===== config.mk =====
export PLATFORM = sky130hd
export DESIGN_NAME = uart_tx
export DESIGN_NICKNAME = d
export VERILOG_FILES = /design/src/rtl/uart_pkg.sv /design/src/rtl/baud_rate_gen.sv /design/src/rtl/uart_tx.sv
export SDC_FILE = /design/constraint.sdc
export NUM_CORES = 1
export LEC_CHECK = 0
export ABC_CLOCK_PERIOD_IN_PS = 2720
export BUFFER_PORTS_ARGS = -buffer_cell sky130_fd_sc_hd__buf_2
export CAP_MARGIN = 10
export CORE_MARGIN = 5
export CORE_UTILIZATION = 35
export DETAILED_ROUTE_END_ITERATION = 16
export PLACE_DENSITY = 0.52
export SYNTH_ARGS = -nofsm -noshare
export SYNTH_HDL_FRONTEND = slang
export SYNTH_SLANG_ARGS = --single-unit

===== constraint.sdc =====
create_clock -name i_clock -period 2.72 [get_ports i_clock]
set_clock_uncertainty 0.2 [all_clocks]
set_input_delay 0.544 -clock i_clock [delete_from_list [all_inputs] [get_ports i_clock]]
set_output_delay 0.544 -clock i_clock [all_outputs]
set_load 0.05 [all_outputs]

===== src/rtl/uart_pkg.sv =====
// uart_pkg: constants shared by the UART transmitter and the future receiver.
// UART_TX_PARITY_EN adds the PARITY state to the encoding.
package uart_pkg;
  localparam int NB_STATE    = 3;
  localparam int DEF_NB_DATA = 8;
  localparam int DEF_N_TICKS = 16;
  localparam int DEF_SB_TICK = 16;
  localparam logic [NB_STATE-1:0] ST_IDLE   = 3'd0;
  localparam logic [NB_STATE-1:0] ST_START  = 3'd1;
  localparam logic [NB_STATE-1:0] ST_DATA   = 3'd2;
  localparam logic [NB_STATE-1:0] ST_PARITY = 3'd3;
  localparam logic [NB_STATE-1:0] ST_STOP   = 3'd4;
  typedef enum logic [NB_STATE-1:0] {
    IDLE  = ST_IDLE,
    START = ST_START,
    DATA  = ST_DATA,
`ifdef UART_TX_PARITY_EN
    PARITY = ST_PARITY,
`endif
    STOP  = ST_STOP
  } state_t;
  function automatic int calc_divisor(input int clk_freq, input int baud_rate, input int n_ticks);
    return clk_freq / (baud_rate * n_ticks);
  endfunction
endpackage


===== src/rtl/baud_rate_gen.sv =====
// baud_rate_gen: DIVISOR-modulo counter emitting a one-cycle oversampling tick.
module baud_rate_gen #(
  parameter int DIVISOR = 163
) (
  input  logic i_clock,
  input  logic i_reset,
  input  logic i_clear,
  output logic o_tick
);
  localparam int NB_CNT = DIVISOR > 1 ? $clog2(DIVISOR) : 1;
  localparam logic [NB_CNT-1:0] LAST = NB_CNT'(DIVISOR - 1);
  logic [NB_CNT-1:0] cnt;
  assign o_tick = cnt == LAST;
  always_ff @(posedge i_clock or negedge i_reset)
    if (!i_reset) cnt <= '0;
    else cnt <= (i_clear || o_tick) ? '0 : cnt + 1'b1;
endmodule


===== src/rtl/uart_tx.sv =====
// uart_tx: UART serialiser, 8N1 framing on a 16x oversampling tick.
// Define UART_TX_PARITY_EN to append an even-parity bit after the data bits.
module uart_tx
  import uart_pkg::*;
#(
  parameter int NB_DATA   = DEF_NB_DATA,
  parameter int CLK_FREQ  = 50_000_000,
  parameter int BAUD_RATE = 19200,
  parameter int N_TICKS   = DEF_N_TICKS,
  parameter int SB_TICK   = DEF_SB_TICK
) (
  input  logic               i_clock,
  input  logic               i_reset,
  input  logic               i_tx_start,
  input  logic [NB_DATA-1:0] i_tx_data,
  output logic               o_tx,
  output logic               o_tx_done,
  output logic               o_busy
);
  localparam int DIVISOR  = calc_divisor(CLK_FREQ, BAUD_RATE, N_TICKS);
  localparam int MAX_TICK = N_TICKS > SB_TICK ? N_TICKS : SB_TICK;
  localparam int NB_TICK  = MAX_TICK > 1 ? $clog2(MAX_TICK) : 1;
  localparam int NB_BIT   = NB_DATA > 1 ? $clog2(NB_DATA) : 1;
  localparam logic [NB_TICK-1:0] BIT_LAST  = NB_TICK'(N_TICKS - 1);
  localparam logic [NB_TICK-1:0] STOP_LAST = NB_TICK'(SB_TICK - 1);
  localparam logic [NB_BIT-1:0]  DATA_LAST = NB_BIT'(NB_DATA - 1);
  if (DIVISOR < 1) begin : g_bad_divisor
    $error("uart_tx: CLK_FREQ / (BAUD_RATE*N_TICKS) must be at least 1");
  end
  state_t state, state_next;
  logic [NB_DATA-1:0] shreg, shreg_next;
  logic [NB_TICK-1:0] tick_cnt, tick_next;
  logic [NB_BIT-1:0] bit_idx, bit_next;
  logic tick, accept, tick_last, tx_next, done_next;
  assign accept = state == IDLE && i_tx_start;
  assign o_busy = state != IDLE || o_tx_done;
  // Clearing on acceptance makes every bit exactly N_TICKS*DIVISOR cycles long.
  baud_rate_gen #(.DIVISOR(DIVISOR)) u_baud (
    .i_clock(i_clock),
    .i_reset(i_reset),
    .i_clear(accept),
    .o_tick (tick)
  );
`ifdef UART_TX_PARITY_EN
  logic parity;
  always_ff @(posedge i_clock or negedge i_reset)
    if (!i_reset) parity <= 1'b0;
    else if (accept) parity <= ^i_tx_data;
`endif
  always_comb begin
    state_next = state;
    shreg_next = shreg;
    tick_next  = tick_cnt;
    bit_next   = bit_idx;
    done_next  = 1'b0;
    tick_last  = tick && tick_cnt == (state == STOP ? STOP_LAST : BIT_LAST);
    if (tick && state != IDLE) tick_next = tick_last ? '0 : tick_cnt + 1'b1;
    case (state)
      IDLE: if (i_tx_start) begin
        state_next = START;
        shreg_next = i_tx_data;
        tick_next  = '0;
        bit_next   = '0;
      end
      START: if (tick_last) state_next = DATA;
      DATA: if (tick_last) begin
        shreg_next = shreg >> 1;
        bit_next   = bit_idx == DATA_LAST ? '0 : bit_idx + 1'b1;
`ifdef UART_TX_PARITY_EN
        if (bit_idx == DATA_LAST) state_next = PARITY;
`else
        if (bit_idx == DATA_LAST) state_next = STOP;
`endif
      end
`ifdef UART_TX_PARITY_EN
      PARITY: if (tick_last) state_next = STOP;
`endif
      STOP: if (tick_last) begin
        state_next = IDLE;
        done_next  = 1'b1;
      end
      default: state_next = IDLE;
    endcase
`ifdef UART_TX_PARITY_EN
    tx_next = state_next == START ? 1'b0 : state_next == DATA ? shreg_next[0] :
              state_next == PARITY ? parity : 1'b1;
`else
    tx_next = state_next == START ? 1'b0 : state_next == DATA ? shreg_next[0] : 1'b1;
`endif
  end
  always_ff @(posedge i_clock or negedge i_reset)
    if (!i_reset) begin
      state     <= IDLE;
      shreg     <= '0;
      tick_cnt  <= '0;
      bit_idx   <= '0;
      o_tx      <= 1'b1;
      o_tx_done <= 1'b0;
    end else begin
      state     <= state_next;
      shreg     <= shreg_next;
      tick_cnt  <= tick_next;
      bit_idx   <= bit_next;
      o_tx      <= tx_next;
      o_tx_done <= done_next;
    end
endmodule


==> results of run 1 <==
==> state kept, by name, indices dropped and copies added (netlist names) <==
signal / count
state: 3
tick_cnt: 4
o_tx: 1
u_baud.cnt: 8
o_tx_done: 1
shreg: 8
bit_idx: 3
==> area by class of cell <==
class	instances	area share, %
sequential	28	45.57
multi-input combinational	90	42.00
timing repair buffer	14	4.712
tap	48	3.899
clock buffer	4	3.574
inverter	1	0.2437
==> logic make-up (layout without fill, tap and decap cells) <==
logic type	after synthesis	in the layout	share of synthesized area, %
buffers and inverters	7	19	2.882
AOI/OAI and AO/OA	21	21	11.35
xor gates and xnor gates	7	7	4.415
adders and majority gates	5	5	4.505
muxes	4	4	3.604
and+or+nand+nor	53	53	22.70
DFF	28	28	50.54
==> metal layers <==
layer	GRT usage (%)	part of all wire (%)	vias up	wire length [µm]
li1	-	-	476	-
met1	15.18	49	464	1269
met2	17.18	47	10	1211
met3	3.030	3.3	2	86
met4	2.459	0.70	0	18
met5	0	0	-	0
==> path summary, 6_finish.rpt <==
check | startpoint | end | slack (ns) | cells past startpoint
max | u_baud.cnt[1]$_DFF_PN0_ | bit_idx[0]$_DFFE_PN0P_ | 0.57 | 6
min | i_reset | o_tx_done$_DFF_PN0_ | 0.08 | 1
max reg2reg | u_baud.cnt[1]$_DFF_PN0_ | bit_idx[0]$_DFFE_PN0P_ | 0.57 | 6
min reg2reg | shreg[4]$_DFFE_PN0P_ | shreg[4]$_DFFE_PN0P_ | 0.29 | 1
max in group asynchronous | i_reset | shreg[5]$_DFFE_PN0P_ | 1.82 | 1
min in group i_clock | shreg[4]$_DFFE_PN0P_ | shreg[4]$_DFFE_PN0P_ | 0.29 | 1
==> cell usage in the layout (no fill, tap or decap), drive strengths merged <==
cell	n
or3b	1
and3b	1
nand3	5
nor3b	3
nor3	3
a41oi	1
nor2	14
nor4b	2
or3	1
nand4	4
nand2	8
a21oi	2
nand3b	1
and4b	1
inv	1
a32oi	1
o21ai	2
xor2	4
dfrtp	27
and3	5
mux2i	2
ha	5
clkbuf	4
xnor2	3
and4	1
a31oi	1
dfstp	1
and2	2
buf	14
mux2	2
nand2b	1
a22o	7
a21o	7
==> critical path, delay by kind of cell, from the launching register on <==
family	cells	cell delay (ns)
AND/OR/NAND/NOR	3	0.93
flip-flops	1	0.40
multiplexers	1	0.32
adder cells (fa/ha/maj)	1	0.13
buffers and inverters	1	0.06
==> power breakdown <==
| part | internal, µW | switching (µW) | leakage (µW) |
|---|---|---|---|
| registers | 495 | 77.1 | 0.000363 |
| logic | 91.3 | 91.7 | 0.000369 |
| clock network | 129 | 125 | 0.0000288 |
==> metrics by stage <==
stage	total power, µW	util, %	hold slack [ns]	cell area (µm²)
2_1_floorplan	707.9	-	0.04841	1389
3_3_place_gp	759.0	39.67	0.2653	1485
3_5_place_dp	765.6	39.67	0.2670	1485
4_1_cts	1028	41.14	0.09733	1540
5_1_grt	1083	41.14	0.1371	1540
6_report	1009	41.14	0.08198	1540
==> run summary, run 1 <==
The flow ran to the end, and the final reports show no timing, DRC or antenna violations. Counting flops and latches in the post-synthesis netlist gives 28. Number of global-route vias before repair: 978. For the pin with the worst max-slew slack, the measured transition is 0.6387 ns. Timing analysis after detailed placement gives a worst setup slack of 0.5804 ns.

Global routing consumed, over all layers together, 11.02% of the routing resources. Walking the worst path, the cells encountered are inv_1, ha_1, nor4b_4, and4_1, nor2_4, mux2_4. In this run the horizontal extent of the chip is 72.99 µm. The post-route antenna net violation count came out at 0. Cell at the slowest stage of the critical path: and4_1. The clock drives 28 sinks. The run gives 0 as the count of synthesis-stage warnings from yosys. The synthesized netlist cell count was 125; the share of post-route cells with drive strength above 1 was 17.52%. CTS placed an instance of clkbuf_8 at the clock tree root. After synthesis, the netlist uses 39 different library cells.

The number of clock buffers added by TritonCTS is 3. The run gives 37.10% as the initial core utilization. The number of failing setup endpoints in the final timing report was 0; the wire length after detailed routing was 2585 µm. After synthesis, the cell types taking the most area are dfrtp_1 49%, ha_1 4.5%, a22o_1 4.4%. The tools report the cell row count as 22. Counting along the longest clock path gives a buffer depth of 2.

The tool flagged a number of max-cap violations equal to 0. After synthesis, the largest area contributor takes up 48.65% of total cell area. The CTS H-tree depth was 1. The tools report the starting DRC count in detailed routing as 43. The startpoint class of the critical path is a flop.

Clock latency on the worst-skew pair, taken at its later pin, is 0.27 ns. For this run, design rule violations remaining after detail routing come to 0. 0 antenna diodes ended up in the layout. After filler insertion, the fill cell instance count of the layout stands at 390. Of the synthesized area, sequential elements account for 50.54%. The floorplan step set the die height to 72.99 µm. The number of antenna violations at the first check in global routing is 0, and the post-synthesis area per instance is 11.11 µm². Of all flip-flops after synthesis, the portion carrying an async set or reset was 100.0%. The count of flip-flops with a built-in enable after synthesis was 0; the top-level port count was 14. Derived from the worst setup path, the maximum achievable clock frequency is 466.1 MHz. The worst hold path belongs to the class primary input to asynchronous set/reset pin. The biggest area contributor in the post-synthesis netlist is dfrtp_1. Of the available clock period, the critical path in the final layout requires 78.87%. By count the netlist is led by 27 x dfrtp_1, 13 x nor2_1, 8 x nand2_1, 7 x a21o_1, 7 x a22o_1. For this run, the slowest stage of the critical path takes 0.46 ns. Among all cell types in the netlist, the one instantiated most often is dfrtp_1.

In the final layout, the multi-input gates occupy 646.9 µm². The total count of hold-check failures in the final report was 0. In this run the worst path has a maximum fanout of 9. Entering global routing, the biggest net connects 29 pins.

The area of the placeable core was 3744 µm². Input and output buffers added on the ports amount to 13. From synthesis to final layout, the design area changed by 10.90%.

The net count of the finished layout is 154. For the HPWL after detailed placement, the log shows 1895 µm. Final critical delay including setup and external delays: 2.145 ns. The routed via count divided by cell count came out at 5.146. For this design the ratio of total power to cell area is 655.2 nW/µm².

Headroom to the max-slew limit came out at 57.42%. For the number of pins exceeding their max-slew limit in the final report, the log shows 0. The main flop type after synthesis was dfrtp_1. VDD sags by at most 306.0 µV. The run gives 0.0007608 µW as the leakage power summed over all cells.

The clock-pin transition on the worst setup and hold timing paths works out to 0.09 ns. Routability-driven placement finished with a final weighted congestion of 0.8165. Detailed-route via count: 952. The quantity of hold-fixing buffers added after cts is 0, and the post-cts resize count is 0. After detailed routing, the average wire length per cell comes to 13.97 µm. The critical path is of the flop to flop type.

Once routing completed, OpenROAD measured the worst setup slack at 0.5747 ns. The number of nets handed over by synthesis was 141. Once the clock tree was built, the setup fixing pass inserted 0 buffers.

For the final standard cell count with taps included and fillers excluded, the log shows 185. For the required time reported for the critical path endpoint, the log shows 2.69 ns. Summed over all failing endpoints, the final setup total negative slack is 0 ns. The mapped netlist covers 1389 µm². Setup repair after global routing left no endpoint under its margin. TritonCTS built the clock tree. The data arrival time at the worst-slack endpoint was 2.11 ns; the number of iterations in the first detailed-routing pass was 2.

The first-pass GRT wire length came out at 4567 µm. After global routing the overflow that remains totals 0. Capturing element type of the critical path: a flop.

Across the whole layout, storage elements account for 701.9 µm². The floorplan step defined a die boundary enclosing 5328 µm². Once placement completed, the tool counted placed cells totaling 181.
Power figures use the tool's default switching activity.
==> run 2, diff against run 1 <==
--- a/config.mk
+++ b/config.mk
@@ -5,7 +5,7 @@
 export SDC_FILE = /design/constraint.sdc
 export NUM_CORES = 1
 export LEC_CHECK = 0
-export ABC_CLOCK_PERIOD_IN_PS = 2720
+export ABC_CLOCK_PERIOD_IN_PS = 2200
 export BUFFER_PORTS_ARGS = -buffer_cell sky130_fd_sc_hd__buf_2
 export CAP_MARGIN = 10
 export CORE_MARGIN = 5
==> constraint.sdc (replaced) <==
create_clock -name i_clock -period 2.2 [get_ports i_clock]
set_clock_uncertainty 0.2 [all_clocks]
set_input_delay 0.44 -clock i_clock [delete_from_list [all_inputs] [get_ports i_clock]]
set_output_delay 0.44 -clock i_clock [all_outputs]
set_load 0.05 [all_outputs]
==> run 2 against run 1 <==
The flow now finishes with violations (negative hold slack). Via count up 0.63%. Global-route usage decreased by 0.59 points. Die area unchanged. Sequential cell count unchanged. Sequential share of layout area fell by 0.15 points. Register-to-register slack got worse by 0.39 ns. Highest routed layer unchanged. Cell count up 1.1%. Combinational power grew 23%. Power is 20% higher. Fmax grew 6.5%. Cell area up 0.32%. Critical path type unchanged.
==> run summary, run 2 (synthesized netlist as in run 1, its figures left out) <==
The flow ran to the end, but the final reports show violations. The final reports fail on negative hold slack. The worst-case reg-to-reg path depth was 5 (was 6); the die area was 5328 µm² (unchanged). The post-route worst setup slack came out at 0.1857 ns (was 0.5747 ns). The per-cell routed wire length came out at 13.60 µm (was 13.97 µm). The number of antenna violations at the first check in global routing was 0 (unchanged). The startpoint of the worst register-to-register path is tick_cnt[0]$_DFF_PN0_ (was u_baud.cnt[1]$_DFF_PN0_).

Registers with the most flip-flops: shreg (8), u_baud.cnt (8), tick_cnt (4) (unchanged). The run gives 3 (unchanged) as the number of buffers created by CTS. The number of iterations in the first detailed-routing pass is 4 (was 2), and the aggregate global routing overflow is 0 (unchanged). The largest fanout of any net on the critical path was 9 (unchanged). The run gives 1212 µW (was 1009 µW) as the post-layout total power. The tools report the total area of multi-input combinational cells as 646.9 µm² (unchanged). The logs give 2.16 ns (was 2.69 ns) for the required time reported for the critical path endpoint and 2544 µm (was 2585 µm) for the wire length after detailed routing. The worst hold-check path type was primary input to asynchronous set/reset pin (unchanged). The first-pass GRT wire length is 4360 µm (was 4567 µm), and the number of pins exceeding their max-slew limit in the final report is 0 (unchanged). The final critical delay including setup and external delays was 2.014 ns (was 2.145 ns); the clock-pin transition on the worst setup and hold timing paths was 0.09 ns (about the same). The delay contributed by the slowest stage of the critical path is 0.43 ns (was 0.46 ns).

Cell at the slowest stage of the critical path: dfrtp_1 (was and4_1). Headroom to the max-slew limit: 58.91% (was 57.42%). The area of the placeable core is 3744 µm² (unchanged). Most frequent cells in the layout: 27 x dfrtp_1, 13 x nor2_1, 13 x buf_2, 8 x nand2_1 (unchanged). The die height is 72.99 µm (unchanged), and the leakage power summed over all cells is 0.0007656 µW (was 0.0007608 µW). The maximum ir drop on the vdd rail came out at 386.8 µV (was 306.0 µV).

Starting DRC count in detailed routing: 46 (was 43). The remaining routing DRC violations came out at 0 (unchanged). The floorplan die width was 72.99 µm (unchanged). The worst setup path startpoint was tick_cnt[0]$_DFF_PN0_ (was u_baud.cnt[1]$_DFF_PN0_). The run gives 0.27 ns (about the same) as the clock latency reported for the late side of the worst-skew pair. The class of the most critical setup path is flop to flop (unchanged). The run gives 0 (unchanged) as the max-capacitance violation count. The maximum number of pins on one net before global-route repair was 29 (unchanged).

Routed via count divided by cell count: 5.123 (was 5.146). The maximum clock path buffer count is 2 (unchanged). The quantity of hold-fixing buffers added after cts is 0 (unchanged). The quantity of I/O buffers inserted on ports came out at 13 (unchanged).

The power density over the cells came out at 784.5 nW/µm² (was 655.2 nW/µm²). The run gives 0 (unchanged) as the post-CTS setup-driven buffer insertion count. The number of failing setup endpoints in the final timing report is 0 (unchanged), and the count of filler cells inserted in the layout is 387 (was 390). The tools report the design area as 1545 µm² (was 1540 µm²). The logs give 0 ns (unchanged) for the accumulated negative setup slack and 958 (was 952) for the detailed-route via count. The tools report the register area as 701.9 µm² (unchanged). The CTS H-tree depth was 1 (unchanged). The cell row count is 22 (unchanged), and the pin slew with the least headroom to its limit is 0.6164 ns (was 0.6387 ns). Global placement routability congestion: 0.8029 (was 0.8165). The run gives 1854 µm (was 1895 µm) as the HPWL after detailed placement. The run gives 0 (unchanged) as the post-route antenna net violation count.

The run gives 0 (unchanged) as the post-cts resize count. Startpoint class of the critical path: a flop (unchanged). The final clock period utilization by the worst path works out to 91.56% (was 78.87%).

The number of global-route vias before repair was 913 (was 978); the number of inserted diodes was 0 (unchanged). The logs give 1.98 ns (was 2.11 ns) for the data arrival time at the worst-slack endpoint and 1500 µm² (was 1485 µm²) for the post-detailed-placement cell area. The maximum clock frequency was 496.5 MHz (was 466.1 MHz); the overall fraction of global-route tracks in use was 10.43% (was 11.02%). The logs give -0.02646 ns (was 0.08198 ns) for the post-route worst hold slack and 37.10% (unchanged) for the initial core utilization. The run gives 41.28% (was 41.14%) as the utilization of the core after routing. Cell-by-cell trace of the critical path: ha_1, and3_1, and4_1, nor2_4, mux2_4 (was inv_1, ha_1, nor4b_4, and4_1, nor2_4, mux2_4). TritonCTS built the clock tree. The share of post-route cells with drive strength above 1 was 17.99% (was 17.52%). The capturing element type of the critical path is a flop (unchanged). For the top-level port count, the log shows 14 (unchanged). The tools report the clock root buffer as clkbuf_8 (unchanged).

The run gives 0.2052 ns (was 0.5804 ns) as the worst-case setup slack after placement. Setup repair after global routing left no endpoint under its margin. The run gives 28 (unchanged) as the clock net sink count. The run gives 156 (was 154) as the final net count. The total count of hold-check failures in the final report was 27 (was 0). The synthesis-to-finish area growth is 11.26% (was 10.90%). The most common library cell in the layout ignoring fill and taps was dfrtp_1 (unchanged).
-- run 2: worst max-delay path, delay by kind of cell (launching register included) --
| kind | cells | cell delay, ns |
|---|---|---|
| simple gates | 3 | 0.71 |
| flops | 1 | 0.43 |
| mux | 1 | 0.33 |
| fa+ha+maj | 1 | 0.25 |
-- run 2: report_power, final --
group / switching (µW) / total, µW / internal [µW]
sequential: 96.1 / 708 / 611
combinational: 112 / 226 / 114
clock: 149 / 279 / 130
total: 357 / 1210 / 855
-- run 2: layer usage --
metal,routed length (µm),GRT usage [%]
met4,46,5.533
met1,1232,14.97
met2,1168,14.60
met3,96,2.066
met5,0,0
-- run 2: path summary, 6_finish.rpt --
kind / slack (ns) / end
worst max-delay path: 0.19 / bit_idx[0]$_DFFE_PN0P_
worst min-delay path: -0.03 / bit_idx[2]$_DFFE_PN0P_
worst max register to register: 0.19 / bit_idx[0]$_DFFE_PN0P_
worst min register to register: 0.28 / shreg[4]$_DFFE_PN0P_
max in group asynchronous: 1.43 / u_baud.cnt[7]$_DFF_PN0_
min in group i_clock: 0.18 / shreg[7]$_DFFE_PN0P_
-- run 2: area by class of cell --
class	instances	area share (%)
Tap cell	48	3.887
Timing Repair Buffer	16	5.668
Sequential cell	28	45.43
Multi-Input combinational cell	90	41.86
Inverter	1	0.2429
Clock buffer	4	2.915
-- run 2: per-stage QoR --
stage	instances	hold WS, ns
3_3_place_gp	183	0.2607
3_5_place_dp	183	0.2661
6_report	187	-0.02646
2_1_floorplan	125	-0.05559
5_1_grt	187	0.02404
4_1_cts	187	0.002148
